[src/rtl/output_bcd_display.sv]
// ---------------------------------------------------------------------------
// output_bcd_display
//   Captures each value written to the CPU output register and converts it
//   from 8-bit binary to three BCD digits with an iterative shift-add-3
//   engine (one bit per cycle). Drives a time-multiplexed three-digit
//   seven-segment display with leading-zero blanking.
//
// Ports:
//   clk       in   system clock, rising edge
//   rst       in   asynchronous reset, active low
//   load      in   new-value strobe from the top level
//   dataIn    in   [7:0] unsigned value to convert
//   busy      out  high while a conversion is running
//   dataValid out  sticky flag: at least one conversion has completed
//   bcdOut    out  [11:0] {hundreds, tens, ones} of the last finished result
//   seg       out  [6:0] segments {g,f,e,d,c,b,a} for the selected digit
//   digitSel  out  [2:0] one-hot digit enable (bit0 ones .. bit2 hundreds)
// ---------------------------------------------------------------------------
module output_bcd_display #(
    parameter int unsigned REFRESH_DIV  = 1024,
    parameter bit          COMMON_ANODE = 1'b0
) (
    input  logic        clk,
    input  logic        rst,
    input  logic        load,
    input  logic [7:0]  dataIn,
    output logic        busy,
    output logic        dataValid,
    output logic [11:0] bcdOut,
    output logic [6:0]  seg,
    output logic [2:0]  digitSel
);

    localparam logic [0:0]  IDLE         = 1'b0;
    localparam logic [0:0]  CONVERT      = 1'b1;
    localparam logic [15:0] REFRESH_LAST = 16'(REFRESH_DIV - 1);

    logic [0:0]  state;
    logic [7:0]  shiftReg;
    logic [11:0] scratch;
    logic [2:0]  iterCnt;
    logic        pending;
    logic [7:0]  pendData;
    logic [11:0] adjusted;
    logic [11:0] nextScratch;
    logic        lastIter;

    logic [15:0] refCnt;
    logic [1:0]  digitIdx;
    logic [3:0]  digitVal;
    logic        blank;
    logic [6:0]  segNext;
    logic [2:0]  selNext;

    assign busy     = (state == CONVERT);
    assign lastIter = (iterCnt == 3'd7);

    // Add-3 correction on every nibble >= 5, then shift in the next bit.
    always_comb begin
        adjusted = scratch;
        for (int unsigned i = 0; i < 3; i++) begin
            if (scratch[4*i +: 4] >= 4'd5)
                adjusted[4*i +: 4] = scratch[4*i +: 4] + 4'd3;
        end
        nextScratch = {adjusted[10:0], shiftReg[7]};
    end

    always_ff @(posedge clk or negedge rst) begin
        if (!rst) begin
            state     <= IDLE;
            shiftReg  <= '0;
            scratch   <= '0;
            iterCnt   <= '0;
            pending   <= 1'b0;
            pendData  <= '0;
            dataValid <= 1'b0;
            bcdOut    <= '0;
        end else begin
            case (state)
                IDLE: begin
                    if (load) begin
                        shiftReg <= dataIn;
                        scratch  <= '0;
                        iterCnt  <= '0;
                        state    <= CONVERT;
                    end
                end
                default: begin
                    scratch  <= nextScratch;
                    shiftReg <= {shiftReg[6:0], 1'b0};
                    iterCnt  <= iterCnt + 3'd1;
                    if (lastIter) begin
                        bcdOut    <= nextScratch;
                        dataValid <= 1'b1;
                        scratch   <= '0;
                        iterCnt   <= '0;
                        // Pending value has priority; a simultaneous load
                        // refills the one-entry buffer.
                        if (pending) begin
                            shiftReg <= pendData;
                            pending  <= load;
                            if (load)
                                pendData <= dataIn;
                        end else if (load) begin
                            shiftReg <= dataIn;
                        end else begin
                            state <= IDLE;
                        end
                    end else if (load) begin
                        pendData <= dataIn;
                        pending  <= 1'b1;
                    end
                end
            endcase
        end
    end

    always_comb begin
        case (digitIdx)
            2'd0:    digitVal = bcdOut[3:0];
            2'd1:    digitVal = bcdOut[7:4];
            default: digitVal = bcdOut[11:8];
        endcase

        case (digitIdx)
            2'd0:    selNext = 3'b001;
            2'd1:    selNext = 3'b010;
            default: selNext = 3'b100;
        endcase

        // Leading-zero blanking; ones always lit once a result exists.
        blank = !dataValid
             || (digitIdx == 2'd2 && bcdOut[11:8] == 4'd0)
             || (digitIdx == 2'd1 && bcdOut[11:8] == 4'd0 && bcdOut[7:4] == 4'd0);

        case (digitVal)
            4'd0:    segNext = 7'b0111111;
            4'd1:    segNext = 7'b0000110;
            4'd2:    segNext = 7'b1011011;
            4'd3:    segNext = 7'b1001111;
            4'd4:    segNext = 7'b1100110;
            4'd5:    segNext = 7'b1101101;
            4'd6:    segNext = 7'b1111101;
            4'd7:    segNext = 7'b0000111;
            4'd8:    segNext = 7'b1111111;
            4'd9:    segNext = 7'b1101111;
            default: segNext = 7'b0000000;
        endcase
        if (blank)
            segNext = 7'b0000000;
    end

    always_ff @(posedge clk or negedge rst) begin
        if (!rst) begin
            refCnt   <= '0;
            digitIdx <= '0;
            seg      <= {7{COMMON_ANODE}};
            digitSel <= 3'b001 ^ {3{COMMON_ANODE}};
        end else begin
            if (refCnt == REFRESH_LAST) begin
                refCnt   <= '0;
                digitIdx <= (digitIdx == 2'd2) ? 2'd0 : digitIdx + 2'd1;
            end else begin
                refCnt <= refCnt + 16'd1;
            end
            seg      <= segNext ^ {7{COMMON_ANODE}};
            digitSel <= selNext ^ {3{COMMON_ANODE}};
        end
    end

endmodule

[config.mk]
export PLATFORM = sky130hd
export DESIGN_NAME = output_bcd_display
export DESIGN_NICKNAME = d
export VERILOG_FILES = /design/src/rtl/output_bcd_display.sv
export SDC_FILE = /design/constraint.sdc
export NUM_CORES = 1
export LEC_CHECK = 0
export ABC_AREA = 1
export CAP_MARGIN = 10
export CORE_UTILIZATION = 48
export CTS_BUF_LIST = sky130_fd_sc_hd__clkbuf_16
export DETAILED_ROUTE_END_ITERATION = 12
export PLACE_DENSITY = 0.69
export SLEW_MARGIN = 0
export SYNTH_ARGS = -nofsm -noshare
export SYNTH_HDL_FRONTEND = slang
export SYNTH_SLANG_ARGS = --single-unit
[constraint.sdc]
create_clock -name clk -period 2.2 [get_ports clk]
set_clock_uncertainty 0.05 [all_clocks]
set_input_delay 0.44 -clock clk [delete_from_list [all_inputs] [get_ports clk]]
set_output_delay 0.44 -clock clk [all_outputs]
set_load 0.05 [all_outputs]
==> key figures <==
Layout
  • Finished Core Util: 0.604
  • Final nets: between 500 and 600
  • Share of cells above drive strength 1: 0.0645
  • Synthesis-to-layout area growth: 19.4%
  • Register area: 0.00185 mm²
  • Commonest non-fill, non-tap cell in the layout: nand2_1
  • FILL cells: between 600 and 700
  • Most frequent cells in the layout: nand2_1 (129), dfrtp_1 (73), inv_1 (66)
  • Multi-input logic area: about 0.0016 mm²
  • Antenna diode count: 0
  • Design area: between 0.004 and 0.005 mm²

Worst setup path
  • CP Class: register to primary output
  • Crit path depth: 1
  • R2R Setup Slk: about 400 ps
  • Data arrival time of the worst path: 1620 ps
  • Crit path buf inv count: 1
  • CP delay by family, top: buffers and inverters
  • CP endpoint: digitSel[0]
  • Worst R2R Start: iterCnt[0]
  • Worst Reg-to-Reg Cells: 8
  • Reg-to-reg endpoint: shiftReg[4]
  • Critical Path Fanout Max: 1
  • CP max stage cell: clkdlybuf4s50_1
  • Crit-path cells: clkdlybuf4s50_1
  • Max stage delay on crit path: 790 ps
  • CP required: 1710 ps
  • Crit. End Element: primary output
  • Worst Setup SP: digitSel[0]
  • Startpoint Class: register

CTS
  • Longest Clk Path Bufs: 2
  • Clock root buffer: clkbuf_16
  • Clock sinks: 74
  • CTS H-Tree Depth: 3
  • Total CTS buffers: 9
  • Post_cts resized: 0
  • CTS tree: yes
  • Skew-Pair Late Insertion Delay: approximately 330 ps
  • Clock transition at the registers of the reported paths: 60 ps
  • Hold_buf cts: 0
  • Post-CTS setup buffers: 0

Global route
  • Total gr overflow: 0
  • Total global-route track usage: 0.194
  • Vias in the first global route: 2804
  • Pin count of the biggest net entering global routing: 39
  • First-pass GRT wire length: 12600 µm
  • Initial antenna violation count: 0

Floorplanning
  • Die height: 90.2 µm
  • Die width: 90.2 µm
  • Top Ports: 35
  • FP Rows: 31
  • Die area: 0.00813 mm²
  • Core outline area: 0.00737 mm²
  • Initial Util: 0.506

Synthesis
  • Number of flops mapped to enable cells by yosys: 0
  • Post-synth cell types: 29
  • Most common flop cell mapped by yosys: dfrtp_1
  • Post-synth top area share: 0.490
  • Cell Area, Synth: 0.00373 mm²
  • Top post-synthesis cells by area: dfrtp_1 (49%), nand2_1 (13%), inv_1 (6.5%)
  • Post-synthesis cell count: 466
  • Synth Register Bits: 74
  • Synth Warn #: 0
  • Seq/Total Area, Yosys: 0.497
  • Post-Syn Nets: around 490
  • Avg Cell Area, Syn: 8.01 µm²
  • FFs w/ async S/R, synth: 1.00
  • Leading area contributor after synthesis: dfrtp_1

Timing
  • Min cycle time layout: around 2100 ps
  • Hold_ws: roughly 100 ps
  • Rel. slew slack: 0.662
  • Final setup fails: 0
  • RSZ-0062 raised after global routing: no
  • Setup_tns: 0 ps
  • Final period util: 0.959
  • Final hold vios: 0
  • Final max-slew violation count: 0
  • Worst-margin pin slew: 506 ps
  • Max Fclk: 474 MHz

Pwr
  • Leak Pwr: 2.26 nW
  • Switching Fraction: 0.408
  • Clock power frac: 0.234
  • Int Power: 3.44 mW
  • P per Cell Area: around 1300 mW/mm²
  • Switching pwr: 2.37 mW
  • Flop pwr share: 0.355
  • Comb pwr share: 0.410
  • Peak supply drop: 0.576 mV

Drt
  • Final WL: 7170 µm
  • Via count: 2995
  • Wirelength per Cell: 11.7 µm
  • DRT Pass-1 Iters: 4
  • Post-route ant nets: 0
  • Vias per inst: 4.90
  • DR iter-0 viols: 126
  • # DRC: 0

Worst hold path
  • Hold Path Class: input port to async pin

Place
  • # port buffers: 34
  • Post-DP HPWL: roughly 5300 µm
  • Post-Place Cell Area: 0.00418 mm²
  • Gpl congestion: 0.867

Run status
  • Status: finished, final reports clean

Flow run
  • Max-Cap Viols: 0
==> metal layers <==
metal  vias to the layer above  wire [µm]  global-route usage
met5                         -          0                   0
met3                         6        294              0.0575
met1                      1375       3440               0.247
li1                       1551          -                   -
met4                         0         72              0.0645
met2                        63       3360               0.316
==> flip-flops by register name (all words and copies together), names as in the netlist <==
signal	count
bcdOut	12
busy	1
dataValid	1
digitIdx	2
digitSel	3
iterCnt	3
pendData	8
pending	1
refCnt	16
scratch	12
seg	7
shiftReg	8
==> synth_stat cells, drive strengths merged, types with 3 or more instances <==
master	number
nand3	33
xor2	9
o21ai	41
ha	14
clkbuf	4
buf	5
a21oi	4
o22ai	6
nor2	57
inv	67
dfrtp	73
or2	3
nand2	132
nand4	7
==> power by group through the flow <==
stage | sequential [mW] | clock [mW] | combinational, mW
2_1_floorplan | 2.58 | 0 | 1.17
3_3_place_gp | 2.07 | 0 | 2.34
3_5_place_dp | 2.08 | 0 | 2.40
4_1_cts | 2.06 | 1.39 | 2.40
5_1_grt | 2.12 | 1.45 | 2.66
6_report | 2.06 | 1.36 | 2.38
==> per-stage QoR <==
step	cells	power, mW	setup slack [ps]
floorplan	466	3.75	509
global placement	595	4.41	308
detailed placement	595	4.48	277
CTS	611	5.86	74.5
global route	611	6.23	47.5
finish	611	5.81	90.1
==> layout make-up <==
cell class	count	area share
clock buffers	9	0.0506
repair buffers	39	0.0831
clock inverters	7	0.0118
flip-flops and latches	74	0.416
multi-input cells	315	0.353
well taps	99	0.0278
inverters	68	0.0573
==> how the worst min path moves through the flow <==
stage                 endpoint        from
finish               refCnt[6]         rst
CTS                  refCnt[6]         rst
global placement     refCnt[0]   refCnt[0]
global route         refCnt[6]         rst
floorplan            bcdOut[0]         rst
detailed placement  refCnt[14]  refCnt[14]
==> cell families after synthesis <==
family                   after synthesis  synth area share
AO/OA/AOI/OAI                         57            0.0848
adder cells (fa/ha/maj)               14            0.0469
XOR/XNOR                              10            0.0235
flip-flops                            74             0.497
AND/OR/NAND/NOR                      234             0.267
buffers and inverters                 77            0.0815
(Power assumes the default switching activity.)
